--- src/rtl/fifo_pkg.sv ---
`default_nettype none
// ============================================================================
//  Module      : fifo_pkg
//  Description : Shared constants, the word type and a helper for pointer
//                widths, used by the FIFO read-side controller.
//  Revision    : 1.0  initial release
// ============================================================================
package fifo_pkg;

    // Data width of the team's enqueue/dequeue FIFO.
    localparam int FIFO_DW = 32;

    typedef logic [FIFO_DW-1:0] word_t;

    // Pointer width for a power-of-two circular buffer; never below one bit.
    function automatic int ptr_w(input int depth);
        return (depth <= 2) ? 1 : $clog2(depth);
    endfunction

endpackage : fifo_pkg
`default_nettype wire

--- src/rtl/fifo_drain_rd_skid_buf.sv ---
`default_nettype none
// ============================================================================
//  Module      : skid_buf
//  Description : Parameterised circular buffer with push/pop and occupancy.
//                The head entry is presented combinationally from storage.
//  Revision    : 1.0  initial release
// ============================================================================
module skid_buf
    import fifo_pkg::*;
#(
    parameter int DW    = FIFO_DW,
    parameter int DEPTH = 2,
    localparam int PW   = ptr_w(DEPTH),
    localparam int OW   = PW + 1
) (
    input  logic          clk,
    input  logic          rst,
    input  logic          push,
    input  logic [DW-1:0] push_data,
    input  logic          pop,
    output logic [DW-1:0] head,
    output logic [OW-1:0] occ
);

    logic [DW-1:0] r_mem [DEPTH];
    logic [PW-1:0] r_wr_ptr;
    logic [PW-1:0] r_rd_ptr;
    logic [OW-1:0] r_occ;

    // Storage is not cleared by reset; a write is suppressed while in reset.
    always_ff @(posedge clk) begin
        if (push && !rst) begin
            r_mem[r_wr_ptr] <= push_data;
        end
    end

    // Pointers wrap naturally because DEPTH is a power of two.
    always_ff @(posedge clk) begin
        if (rst) begin
            r_wr_ptr <= '0;
            r_rd_ptr <= '0;
            r_occ    <= '0;
        end else begin
            if (push) begin
                r_wr_ptr <= r_wr_ptr + PW'(1);
            end
            if (pop) begin
                r_rd_ptr <= r_rd_ptr + PW'(1);
            end
            case ({push, pop})
                2'b10:   r_occ <= r_occ + OW'(1);
                2'b01:   r_occ <= r_occ - OW'(1);
                default: r_occ <= r_occ;
            endcase
        end
    end

    assign head = r_mem[r_rd_ptr];
    assign occ  = r_occ;

endmodule : skid_buf
`default_nettype wire

--- src/rtl/fifo_drain_rd.sv ---
`default_nettype none
// ============================================================================
//  Module      : fifo_drain_rd
//  Description : Read-side controller for the 32-bit FIFO. Dequeues only when
//                buffer space is guaranteed, absorbs the one-cycle read
//                latency in a skid buffer, and re-presents words on a
//                valid/ready stream with a word counter and XOR checksum.
//  Revision    : 1.0  initial release
// ============================================================================
module fifo_drain_rd
    import fifo_pkg::*;
#(
    parameter int DW        = FIFO_DW,
    parameter int BUF_DEPTH = 2,
    parameter int CNT_W     = 16
) (
    input  logic             clk,
    input  logic             rst,
    input  logic             fifo_empty,
    output logic             fifo_deq,
    input  logic [DW-1:0]    fifo_rdata,
    output logic             m_valid,
    input  logic             m_ready,
    output logic [DW-1:0]    m_data,
    output logic [CNT_W-1:0] word_cnt,
    output logic [DW-1:0]    checksum,
    output logic             busy
);

    localparam int OW = ptr_w(BUF_DEPTH) + 1;

    logic             r_inflight;
    logic [CNT_W-1:0] r_word_cnt;
    logic [DW-1:0]    r_checksum;
    logic [OW-1:0]    w_occ;
    logic             w_pop;
    logic [OW:0]      w_level;
    logic             w_deq;

    // Words committed to the buffer once everything in flight lands and the
    // current pop leaves; one extra bit so occ + inflight cannot overflow.
    assign m_valid = (w_occ != '0);
    assign w_pop   = m_valid && m_ready;
    assign w_level = {1'b0, w_occ} + {{OW{1'b0}}, r_inflight} - {{OW{1'b0}}, w_pop};
    assign w_deq   = !rst && !fifo_empty && (w_level < (OW+1)'(BUF_DEPTH));

    assign fifo_deq = w_deq;
    assign busy     = m_valid || r_inflight;
    assign word_cnt = r_word_cnt;
    assign checksum = r_checksum;

    // Track the FIFO read latency: data arrives the cycle after a dequeue.
    always_ff @(posedge clk) begin
        if (rst) begin
            r_inflight <= 1'b0;
        end else begin
            r_inflight <= w_deq;
        end
    end

    // Delivered-word counter and checksum advance on each accepted word.
    always_ff @(posedge clk) begin
        if (rst) begin
            r_word_cnt <= '0;
            r_checksum <= '0;
        end else if (w_pop) begin
            r_word_cnt <= r_word_cnt + CNT_W'(1);
            r_checksum <= r_checksum ^ m_data;
        end
    end

    skid_buf #(
        .DW    (DW),
        .DEPTH (BUF_DEPTH)
    ) u_skid_buf (
        .clk       (clk),
        .rst       (rst),
        .push      (r_inflight),
        .push_data (fifo_rdata),
        .pop       (w_pop),
        .head      (m_data),
        .occ       (w_occ)
    );

endmodule : fifo_drain_rd
`default_nettype wire

--- config.mk ---
export PLATFORM = sky130hd
export DESIGN_NAME = fifo_drain_rd
export DESIGN_NICKNAME = d
export VERILOG_FILES = /design/src/rtl/fifo_pkg.sv /design/src/rtl/fifo_drain_rd_skid_buf.sv /design/src/rtl/fifo_drain_rd.sv
export SDC_FILE = /design/constraint.sdc
export NUM_CORES = 1
export LEC_CHECK = 0
export ABC_AREA = 1
export CAP_MARGIN = 30
export CORE_ASPECT_RATIO = 0.8
export CORE_UTILIZATION = 49
export DETAILED_ROUTE_END_ITERATION = 8
export GPL_TIMING_DRIVEN = 0
export PLACE_DENSITY = 0.78
export SLEW_MARGIN = 10
export SYNTH_ARGS = -nofsm -noshare
export SYNTH_HDL_FRONTEND = slang
export SYNTH_SLANG_ARGS = --single-unit
export TNS_END_PERCENT = 100
--- constraint.sdc ---
create_clock -name clk -period 4.3 [get_ports clk]
set_input_delay 0.86 -clock clk [delete_from_list [all_inputs] [get_ports clk]]
set_output_delay 0.86 -clock clk [all_outputs]
set_load 0.01 [all_outputs]
======== Word level (Yosys, flattened, before mapping) ========
Memory sizes are Yosys's and may differ from the RTL's. A register that Yosys moved wholly into a read port is not among the register bits.
Cells that the tools add are included.
storage, ports and cells
  register bits after elaboration ......... 53
  memories ................................ 1
  latch bits .............................. 0
  ROM bits ................................ 0
  output and inout bits ................... 83
  RAM bits ................................ 64
cells by class
  bitwise logic cells ..................... 1
  multiply operators ...................... 0
  add/subtract/negate cells ............... 7
  equal/unequal tests ..................... 2
  shift operators ......................... 0
  multiplexer cells ....................... 5
  div/mod/pow operators ................... 0
  magnitude comparators ................... 1
  reduce and logical (&&, ||, !) cells .... 9
memories
  memory            depth  bits a word  read ports  clocked after memory_dff  write ports  RTL line                      RTL
  u_skid_buf.r_mem  2      32           1           1                         1            fifo_drain_rd_skid_buf.sv:25  logic [DW-1:0] r_mem [DEPTH];
operators with widths
  kind                   count
  $xor 32x32->32         1
  $add 16x1->16 const B  1
  $logic_and 1x1->1      4
  $mux 1                 4
  $pmux 2 s2             1
  $reduce_bool 2->1      2
  $add 2x1->3            1
  $lt 3x2->1 const B     1
  $sub 3x1->3            1
  $add 1x1->1 const B    2
  $add 2x1->2 const B    1
  $eq 2x1->1 const B     1
  $eq 2x2->1 const B     1
  $logic_not 1->1        2
  $sub 2x1->2 const B    1
  $logic_or 1x1->1       1

======== Depth between registers and ports, before layout ========
  word-level depth ........................ 5
  depth in mapped cells ................... 9

======== Hierarchy ========
A second synthesis with hierarchy kept.
unflattened totals
  cells, all modules ...................... 448
  area total of the unflattened synthesis .. 4949.7 sq um
by module, submodules not included
  module         area an instance (sq um)  times used  cells each  seq. area each (sq um)
  skid_buf       2685.1                    1           131         2021.9
  fifo_drain_rd  2264.7                    1           317         980.9

======== Worst setup path before layout ========
No wires, ideal clock.
  kind .................................... input to register
  from .................................... in rst
  to ...................................... mem u_skid_buf.r_mem[1][0] (netlist name), enable pin
  setup slack ............................. 0.324 ns
  buffers on the path ..................... 2
  arrival ................................. 3.515 ns
  data required time ...................... 3.839 ns
  cell stages on the path ................. 3
  cell sequence ........................... buf_2 > buf_1 > nor3_1
between the ends
  longest elaborated chain between the ends .. 4
RTL lines
  item                          RTL line                      RTL
  from (decl)                   fifo_drain_rd.sv:18           input logic rst,
  $logic_not 1->1               fifo_drain_rd_skid_buf.sv:32  if (push && !rst) begin
  $logic_and 1x1->1             fifo_drain_rd_skid_buf.sv:32
  $mux 1                        fifo_drain_rd_skid_buf.sv:32
  $mux 1 (implied by the code)  fifo_drain_rd_skid_buf.sv:33  r_mem[r_wr_ptr] <= push_data;
  to (decl)                     fifo_drain_rd_skid_buf.sv:25
Every way passes these cells.

======== Worst setup path after layout ========
  from .................................... in m_ready
  to ...................................... out fifo_deq
between the ends
  longest elaborated chain between the ends .. 4
RTL lines
  item               RTL line             RTL
  from (decl)        fifo_drain_rd.sv:23  input logic m_ready,
  $logic_and 1x1->1  fifo_drain_rd.sv:43  assign w_pop = m_valid && m_ready;
  $sub 3x1->3        fifo_drain_rd.sv:44  assign w_level = {1'b0, w_occ} + {{OW{1'b0}}, r_inflight} - {{OW{1'b0}}, w_pop};
  $lt 3x2->1         fifo_drain_rd.sv:45  assign w_deq = !rst && !fifo_empty && (w_level < (OW+1)'(BUF_DEPTH));
  $logic_and 1x1->1  fifo_drain_rd.sv:45
  to (decl)          fifo_drain_rd.sv:20  output logic fifo_deq,
Every way passes these cells.

==> impl_metrics.toml <==
[run_status]
status = "finished, violations left"
violations = "DRC"

[cells_and_area]
register_area_um2 = 3003
nFillCells = 643
final_util_pct = 73.08
layout.nets = 651
diodes = 0
areaGrowthSynthToFinish_pct = 42.34
drive_gt1_share_pct = 9.904
multiInputGateArea_um2 = 1430
design_area_um2 = 6746

[route]
vias = 3880
wl_per_cell_um = 15.51
viasPerCell = 5.236
drt_pre_antenna_iters = 6
ant_nets = 0
drt_wl_total_um = 11490
remaining_drc_errors = 6
first_iter_violations = 214

[placement]
post-place-ws_ps = -82.28
place_area_um2 = 6131
finalWeightedCongestion = 0.8176
io_buffers = 118
dp_hpwl_um = 8088

[logic_synthesis]
synth_nets = 509
yosys_warnings = 0
postSynthCellCount = 471
synth_seq_area_share_pct = 63.36
syn_avg_cell_area_um2 = 10.06
ys_ff_latch = 118
syn_area_um2 = 4740
yosysUniqueCellTypes = 29

[min_path]
hold_start = "u_skid_buf.r_wr_ptr"
hold_class = "register to register"
hold_end = "u_skid_buf.r_wr_ptr"
hold_depth = 2

[setup_path]
slowest_delay_ps = 560
startpoint = "m_ready"
crit_family = "buffers and inverters"
rrSetupSlack_ps = 2230
cp-end-kind = "output port"
cp-start-kind = "input port"
cp_num_buf_inv = 4
crit_required_ps = 3440
arrival_ps = 3180
crit_type = "input port to output port"
ff2ff_path_depth = 5
rr_startpoint = "r_inflight"
r2r-end = "u_skid_buf.r_mem[1][1]"
path_cells = "clkdlybuf4s50_1 > inv_1 > nor2_8 > nand2_1 > a21oi_1 > inv_1 > fa_1 > nand2_1 > nor3_1 > clkdlybuf4s50_1"
crit_fanout = 3
slowest_stage = "clkdlybuf4s50_1"

[grt]
gr-max-usage-layer = "met2"
grt_antenna_before_repair = 0
first_global_vias = 3739
grt_pass1_wl_um = 18040
overflow = 0
grt_max_degree = 24
grt_use_total_pct = 23.42
met3_usage_pct = 6.878
use_met2_pct = 40.63
grtUsageMet1_pct = 27.56

[die]
die_x_um = 112.0
rows = 31
die_area_um2 = 10070
boundaryPins = 119
initial_core_util_pct = 51.34
core_um2 = 9231
die_h_um = 89.97

[sta]
skew_ps = 11.28
slew_viol_final = 0
setup_violations = 0
rsz0062_at_grt = "false"
slew_headroom_pct = 39.08
tightest_slew_ps = 908.8
hold_viol = 0
fin_crit_ps = 4042
fin_crit_sh_pct = 94.00
worst_slack_ps = 257.9
hold_ws_ps = 468.3
max_freq_mhz = 247.4

[cts]
hold_buffers = 0
cts-resized-gates = 0
numCtsBuffers = 17
cts.path.max_buffers = 2
cts-root-buf = "clkbuf_16"
cts_tree = "done"
clock_latency_ps = 400
clk_pin_slew_worst_paths_ps = 50
cts.sink_count = 118
htree_levels = 4

[pwr]
p_leak_nw = 2.627
cellPowerDensity_nw_per_um2 = 437.8
ir_worst_vdd_mv = 0.2856
total_power_mw = 2.954

[flow_run]
drv_cap = 0
## worst max-delay path by stage
stage                         endpoint  slack [ps]  depth (start not counted)
4_1_cts                       fifo_deq          70                         10
5_1_grt                       fifo_deq          10                         10
3_3_place_gp   u_skid_buf.r_mem[1][11]       -1600                          4
2_1_floorplan   u_skid_buf.r_mem[1][0]         320                          3
6_report                      fifo_deq         260                         10
3_5_place_dp                  fifo_deq         -80                         11
## sequential cells by signal, summed over array words and instances, names as in the netlist, named ones only
name,cells
checksum,32
r_inflight,1
u_skid_buf.occ,2
u_skid_buf.r_mem,64
u_skid_buf.r_rd_ptr,1
u_skid_buf.r_wr_ptr,1
word_cnt,16
## routing by layer
layer,vias to the layer above,wire (um)
met5,-,0
met2,127,5678
li1,1895,-
met1,1849,4923
met4,0,115
met3,9,775
## stage by stage
step | TNS [ps] | cells
2_1_floorplan | 0 | 471
3_3_place_gp | -58070 | 704
3_5_place_dp | -82.28 | 708
4_1_cts | 0 | 739
5_1_grt | 0 | 741
6_report | 0 | 741
## cell families after synthesis
logic type	share of synthesized area, %
AOI/OAI and AO/OA	9.108
xor gates and xnor gates	0.1848
adders and majority gates	0.6864
buffers and inverters	6.732
DFF	63.36
and+or+nand+nor	19.93
## repair_timing
item                                    CTS  global route
gates cloned                              0             0
buffers inserted                          0             2
pin swaps                                 0             1
endpoints found under the setup margin    1             1
## worst reg2reg max path: cells and delay by family, from the launching register on
kind | cells | cell delay, ps
buffers and inverters | 4 | 710
DFF | 1 | 350
and+or+nand+nor | 1 | 710
## power breakdown
group	internal [mW]	total [mW]	switching, mW
sequential	1.22	1.24	0.0180
combinational	0.138	0.283	0.146
clock	0.956	1.43	0.472
## layout make-up
type | count | area share, %
plain buffers | 19 | 1.595
inverters | 55 | 3.060
repair buffers | 124 | 18.53
well taps | 115 | 2.133
clock inverters | 8 | 1.836
multi-input cells | 278 | 21.20
clock buffers | 24 | 7.140
flip-flops and latches | 118 | 44.51
## cells in the mapped netlist
library cell / n / share of area, %
nand2_1: 71 / 5.6
a21oi_1: 41 / 4.3
clkbuf_1: 5 / 0.40
inv_1: 55 / 4.4
xor2_1: 1 / 0.18
nor2_1: 32 / 2.5
nor3_2: 11 / 2.3
buf_2: 7 / 0.74
o21bai_1: 1 / 0.16
nand4_1: 3 / 0.40
o31ai_1: 1 / 0.16
and3_1: 32 / 4.2
nor2_4: 1 / 0.24
nor2_8: 1 / 0.42
clkbuf_2: 2 / 0.21
dfxtp_1: 54 / 23
buf_1: 1 / 0.079
fa_1: 1 / 0.42
ha_1: 1 / 0.26
buf_4: 3 / 0.48
o21ai_0: 37 / 3.9
nand3_1: 9 / 0.95
buf_6: 2 / 0.48
a31oi_1: 1 / 0.13
nor3_1: 28 / 3.0
o21ai_1: 4 / 0.42
edfxtp_1: 64 / 41
or3_1: 1 / 0.13
and2_1: 1 / 0.13
## placed cells by master (no fill, tap or decap), drive strengths merged
cell type        n
ha               1
o31ai            1
o21ai           41
clkinvlp         2
nor3            39
nand3            9
clkinv           3
dfxtp           54
nand4            3
edfxtp          64
nor2            34
fa               1
xor2             1
bufinv           3
a21oi           41
clkbuf          31
nand2           71
buf             18
clkdlybuf4s50  118
a31oi            1
o21bai           1
or3              1
inv             55
and3            32
and2             1
(Power assumes the default switching activity.)
